$ cat src/rtl/imem_pkg.sv
// imem_pkg
// Shared definitions for the instruction-memory fetch controller:
//   nop        - canonical RISC-V NOP (addi x0,x0,0) returned on faulting fetches
//   fault_e    - 2-bit fault code carried on rsp_fault
//   state_e    - response-buffer FSM state
package imem_pkg;

    localparam logic [31:0] NOP = 32'h0000_0013;

    typedef enum logic [1:0] {
        FLT_NONE     = 2'd0,
        FLT_MISALIGN = 2'd1,
        FLT_RANGE    = 2'd2
    } fault_e;

    typedef enum logic {
        EMPTY = 1'b0,
        FULL  = 1'b1
    } state_e;

endpackage

$ cat src/rtl/imem_array.sv
// imem_array
// Instruction word storage with a program-load write port and reload-from-INIT
// on reset. The read is asynchronous, so a fetch in the same cycle as a load to
// the same word sees the old contents; the write lands at the clock edge.
//   clk      - rising-edge clock
//   rst_n    - synchronous active-low reset, reloads every word from INIT
//   ld_en    - load write strobe (ignored while rst_n=0)
//   ld_idx   - load word index; indices >= DEPTH are dropped
//   ld_data  - load data
//   rd_idx   - asynchronous read word index
//   rd_data  - asynchronous read data
module imem_array #(
    parameter int ILEN  = 32,
    parameter int DEPTH = 16,
    parameter logic [ILEN-1:0] INIT [DEPTH] = '{default: '0},
    parameter int AW    = $clog2(DEPTH)
) (
    input  logic            clk,
    input  logic            rst_n,
    input  logic            ld_en,
    input  logic [AW-1:0]   ld_idx,
    input  logic [ILEN-1:0] ld_data,
    input  logic [AW-1:0]   rd_idx,
    output logic [ILEN-1:0] rd_data
);

    logic [ILEN-1:0] mem [DEPTH];

    // Reset wins over a load in the same cycle. The index bound check only
    // matters when DEPTH is not a power of two.
    always_ff @(posedge clk) begin
        if (!rst_n) begin
            for (int i = 0; i < DEPTH; i++) begin
                mem[i] <= INIT[i];
            end
        end else if (ld_en && (32'(ld_idx) < DEPTH)) begin
            mem[ld_idx] <= ld_data;
        end
    end

    // Guard the read so an unused index above DEPTH never yields X.
    always_comb begin
        rd_data = '0;
        if (32'(rd_idx) < DEPTH) begin
            rd_data = mem[rd_idx];
        end
    end

endmodule

$ cat src/rtl/imem_fetch_ctrl.sv
// imem_fetch_ctrl
// Single-entry response-buffered instruction fetch unit. A request accepted in
// cycle N produces a response register visible in cycle N+1; with rsp_ready
// held high it sustains one fetch per cycle. Misaligned and out-of-range
// addresses return a NOP with a fault code instead of memory data.
//   clk, rst_n            - clock, synchronous active-low reset
//   req_valid/req_ready   - request handshake; req_addr is the byte address
//   rsp_valid/rsp_ready   - response handshake; rsp_instr / rsp_fault payload
//   ld_en/ld_idx/ld_data  - program-load write port into the storage array
//   fetch_cnt             - saturating count of accepted requests
module imem_fetch_ctrl
    import imem_pkg::*;
#(
    parameter int XLEN  = 64,
    parameter int ILEN  = 32,
    parameter int DEPTH = 16,
    parameter logic [ILEN-1:0] INIT [DEPTH] = '{default: '0}
) (
    input  logic                     clk,
    input  logic                     rst_n,
    input  logic                     req_valid,
    output logic                     req_ready,
    input  logic [XLEN-1:0]          req_addr,
    output logic                     rsp_valid,
    input  logic                     rsp_ready,
    output logic [ILEN-1:0]          rsp_instr,
    output logic [1:0]               rsp_fault,
    input  logic                     ld_en,
    input  logic [$clog2(DEPTH)-1:0] ld_idx,
    input  logic [ILEN-1:0]          ld_data,
    output logic [31:0]              fetch_cnt
);

    localparam int AW = $clog2(DEPTH);

    state_e          state, state_next;
    logic            accept;
    logic [AW-1:0]   word_idx;
    logic [ILEN-1:0] rd_data;
    fault_e          fault;
    logic [ILEN-1:0] instr_next;

    imem_array #(
        .ILEN  (ILEN),
        .DEPTH (DEPTH),
        .INIT  (INIT),
        .AW    (AW)
    ) u_array (
        .clk     (clk),
        .rst_n   (rst_n),
        .ld_en   (ld_en),
        .ld_idx  (ld_idx),
        .ld_data (ld_data),
        .rd_idx  (word_idx),
        .rd_data (rd_data)
    );

    // The buffer can take a new request when empty, or when the held response
    // leaves this same cycle.
    assign req_ready = (state == EMPTY) || rsp_ready;
    assign accept    = req_valid && req_ready;
    assign rsp_valid = (state == FULL);
    assign word_idx  = req_addr[AW+1:2];

    // Misalignment is checked first so it wins over out-of-range. The range
    // check uses the whole shifted address so any set upper bit faults.
    always_comb begin
        fault      = FLT_NONE;
        instr_next = rd_data;
        if (req_addr[1:0] != 2'b00) begin
            fault      = FLT_MISALIGN;
            instr_next = ILEN'(NOP);
        end else if ((req_addr >> 2) >= XLEN'(DEPTH)) begin
            fault      = FLT_RANGE;
            instr_next = ILEN'(NOP);
        end
    end

    always_ff @(posedge clk) begin
        if (!rst_n) begin
            state <= EMPTY;
        end else begin
            state <= state_next;
        end
    end

    always_comb begin
        state_next = state;
        case (state)
            EMPTY: if (accept) state_next = FULL;
            FULL:  if (rsp_ready && !accept) state_next = EMPTY;
            default: state_next = EMPTY;
        endcase
    end

    // The payload only changes on accept, which keeps it stable while a
    // response is stalled by rsp_ready=0.
    always_ff @(posedge clk) begin
        if (!rst_n) begin
            rsp_instr <= '0;
            rsp_fault <= 2'b00;
            fetch_cnt <= '0;
        end else if (accept) begin
            rsp_instr <= instr_next;
            rsp_fault <= fault;
            if (fetch_cnt != 32'hFFFF_FFFF) begin
                fetch_cnt <= fetch_cnt + 32'd1;
            end
        end
    end

endmodule
$ cat config.mk
export PLATFORM = sky130hd
export DESIGN_NAME = imem_fetch_ctrl
export DESIGN_NICKNAME = d
export VERILOG_FILES = /design/src/rtl/imem_pkg.sv /design/src/rtl/imem_array.sv /design/src/rtl/imem_fetch_ctrl.sv
export SDC_FILE = /design/constraint.sdc
export NUM_CORES = 1
export LEC_CHECK = 0
export BUFFER_PORTS_ARGS = -buffer_cell sky130_fd_sc_hd__buf_4
export CAP_MARGIN = 15
export CORE_ASPECT_RATIO = 1.5
export CORE_MARGIN = 2
export CORE_UTILIZATION = 40
export DETAILED_ROUTE_END_ITERATION = 6
export PLACE_DENSITY = 0.56
export SLEW_MARGIN = 20
export SYNTH_ARGS = -nofsm -noshare
export SYNTH_HDL_FRONTEND = slang
export SYNTH_SLANG_ARGS = --single-unit
$ cat constraint.sdc
create_clock -name clk -period 11.1 [get_ports clk]
set_clock_uncertainty 0.05 [all_clocks]
set_input_delay 1.665 -clock clk [delete_from_list [all_inputs] [get_ports clk]]
set_output_delay 1.665 -clock clk [all_outputs]
set_load 0.05 [all_outputs]
==> impl_metrics.ini <==
[outcome]
outcome = finished, final reports clean

[route]
routed_wl_um = 73000
vias = 15300
drcViolationCount = 0
ant_nets = 0
firstDrtPassIters = 5
wl_per_cell_um = 27.1
initialDrtViolationCount = 1282
via_per_inst = 5.67

[die]
core_area_um2 = 63300
die_y_um = 314
row_count = 113
boundaryPins = 173
dieArea_um2 = 66000
start_util_pct = 40.4
die_w_um = 211

[timing]
rsz0062_at_grt = no
finalSetupViolCount = 0
max_clock_freq_mhz = 249
hold_violations = 0
tightest_slew_ns = 1.06
tns_ns = 0
max_slew_margin_pct = 29.6
post-route-min-period_ns = 4.02
period_share_pct = 36.2
report.final.slew_viol_count = 0
setup_slack_ns = 7.08

[critical_path]
worstRegToRegCells = 6
crit_type = input pin to flip-flop
r2r-start = fetch_cnt[0]
end_kind = flip-flop
cp-start-kind = input pin
critPathRequiredTime_ns = 11.27
r2r_setup_slack_ns = 8.50
r2r-end = fetch_cnt[17]
critPathMaxFanout = 33
arrival_ns = 4.19

[worst_hold_path]
min_path_type = flip-flop to flip-flop
whs_endpoint = rsp_fault[1]
hold_depth = 2
hold_path_startpoint = rsp_fault[1]

[placed_design]
gp_congestion = 0.809
io_buffers = 172
place_hpwl_um = 43900
pre_cts_ws_ns = 6.41

[layout]
drive_gt1_share_pct = 24.6
final_cell_mix = 513 x and2_1, 512 x edfxtp_1, 208 x buf_4
area_growth_pct = 15.5
layout.nets = 1952
fillers = 5546
num_antenna_cells = 0
final_common_cell = and2_1

[synth]
synth-compound-area-share_pct = 4.45
synthFlopType = edfxtp_1
ys_types = 52
synthesis.nets = 1828
synthMuxAreaShare_pct = 11.4
synth_top_family_by_area = simple AND/OR/NAND/NOR gates
seq_area_frac_synth_pct = 65.3
synth_top_area_share_pct = 60.1
ys_warn_count = 0
syn-mean-instance-area_um2 = 14.9
synth_edf_count = 512
synth-xor-area-share_pct = 0.103
synth_top_cell_by_area = edfxtp_1
synth_area_um2 = 25600
async_flop_share_pct = 0
ys_ff_latch = 579
synth.area.top_cells = edfxtp_1 60%, and2_1 13%, mux4_2 11%, dfxtp_1 5.2%, clkbuf_1 1.7%
yosys.area_share.simple_pct = 16.4
synthAdderAreaFrac_pct = 0.0489
synthCells = 1722

[clock_network]
tritoncts = done
clk_pin_slew_ns = 0.06
ctsLongestPathBuffers = 3
cts_inserted_buffers = 54
hold_buffers = 0
cts_setup_buffers = 0
cts.sinks = 579
htreeDepth = 2
cts_root_buf = clkbuf_16
clkLatencyLatePin_ns = 0.62
cts_resized = 0

[run]
cap_violations = 0

[power_and_ir_drop]
ir_worst_vdd_uv = 123
p_leak_nw = 10.3
powerDensity_nw_per_um2 = 160

[global_route]
grt_pass1_wl_um = 107000
antenna_found_initial = 2
gr-total-overflow = 0
grt_pass1_vias = 16300
track_usage_pct = 22.3
grt_start_max_net_pins = 48
-- cells by family (layout without fill, tap and decap cells) --
kind of cell               after synthesis  count (layout)
buffers and inverters                  147             315
adders and majority gates                1               1
DFF                                    579             579
and+or+nand+nor                        695             695
AOI/OAI and AO/OA                      166             166
xor gates and xnor gates                 3               3
muxes                                  131             131
-- sequential cells by signal, indices dropped and copies added (netlist names) --
signal,count
rsp_instr,32
fetch_cnt,32
u_array.mem,512
rsp_valid,1
rsp_fault,2
-- critical path, stage by stage --
cell and delay (ns):
buf_4 0.31, nand4_1 0.57, nor3_2 0.27, buf_4 0.42, nand2b_2 0.91
-- cell type report --
cell class | instances | area [um2] | share of cell area, %
Timing Repair Buffer | 209 | 1580 | 5.33
Multi-Input combinational cell | 996 | 8490 | 28.7
Clock inverter | 18 | 194 | 0.656
Clock buffer | 82 | 1560 | 5.27
Tap cell | 805 | 1010 | 3.41
Sequential cell | 579 | 16700 | 56.5
Inverter | 6 | 22.5 | 0.0762
-- where the power goes --
group	switching [W]	total (W)	internal (W)	leakage, nW
Combinational	0.000206	0.000342	0.000136	3.98
Clock	0.000819	0.00188	0.00106	0.863
Sequential	0.0000334	0.00251	0.00248	5.42
Total	0.00106	0.00473	0.00367	10.3
-- per-stage QoR --
| stage | power [W] | cells | cell area, um2 | util, % | hold WS, ns |
|---|---|---|---|---|---|
| 6_report | 0.00473 | 2695 | 29600 | 46.7 | 0.418 |
| 5_1_grt | 0.00487 | 2695 | 29600 | 46.7 | 0.438 |
| 4_1_cts | 0.00477 | 2695 | 29600 | 46.7 | 0.426 |
| 3_5_place_dp | 0.00291 | 2595 | 27800 | 43.9 | 0.412 |
| 3_3_place_gp | 0.00290 | 2595 | 27800 | 43.9 | 0.411 |
| 2_1_floorplan | 0.00275 | 1722 | 25600 | - | 0.628 |
-- how the worst max path moves through the flow --
stage	start	cells after the start	to
finish	rst_n	5	u_array.mem[3][31]
global route	rst_n	5	u_array.mem[3][31]
CTS	rst_n	5	u_array.mem[3][3]
detailed placement	rst_n	5	u_array.mem[3][13]
global placement	rst_n	5	u_array.mem[3][13]
floorplan	ld_idx[1]	3	u_array.mem[8][0]
-- cells in the mapped netlist, types with 7 or more instances --
library cell  count
buf_2            15
nand2b_1         13
o22ai_1          64
or3_1            11
a21oi_1          20
edfxtp_1        512
nor4_1           19
nor2_1           56
mux4_2          128
or4_1            10
o21ai_1           7
nand3_1          12
and2_1          513
o31ai_1          10
nand4_1          11
o21ai_0          17
clkbuf_1        118
dfxtp_1          67
nand2_1          25
a22o_1           29
-- routing by layer --
metal	track usage [%]	part of all wire, %
met1	26.1	38
met2	41.0	53
met3	3.46	5.7
met4	8.48	3.6
met5	0	0.014
Note: power is estimated with default switching activity, not from simulation.
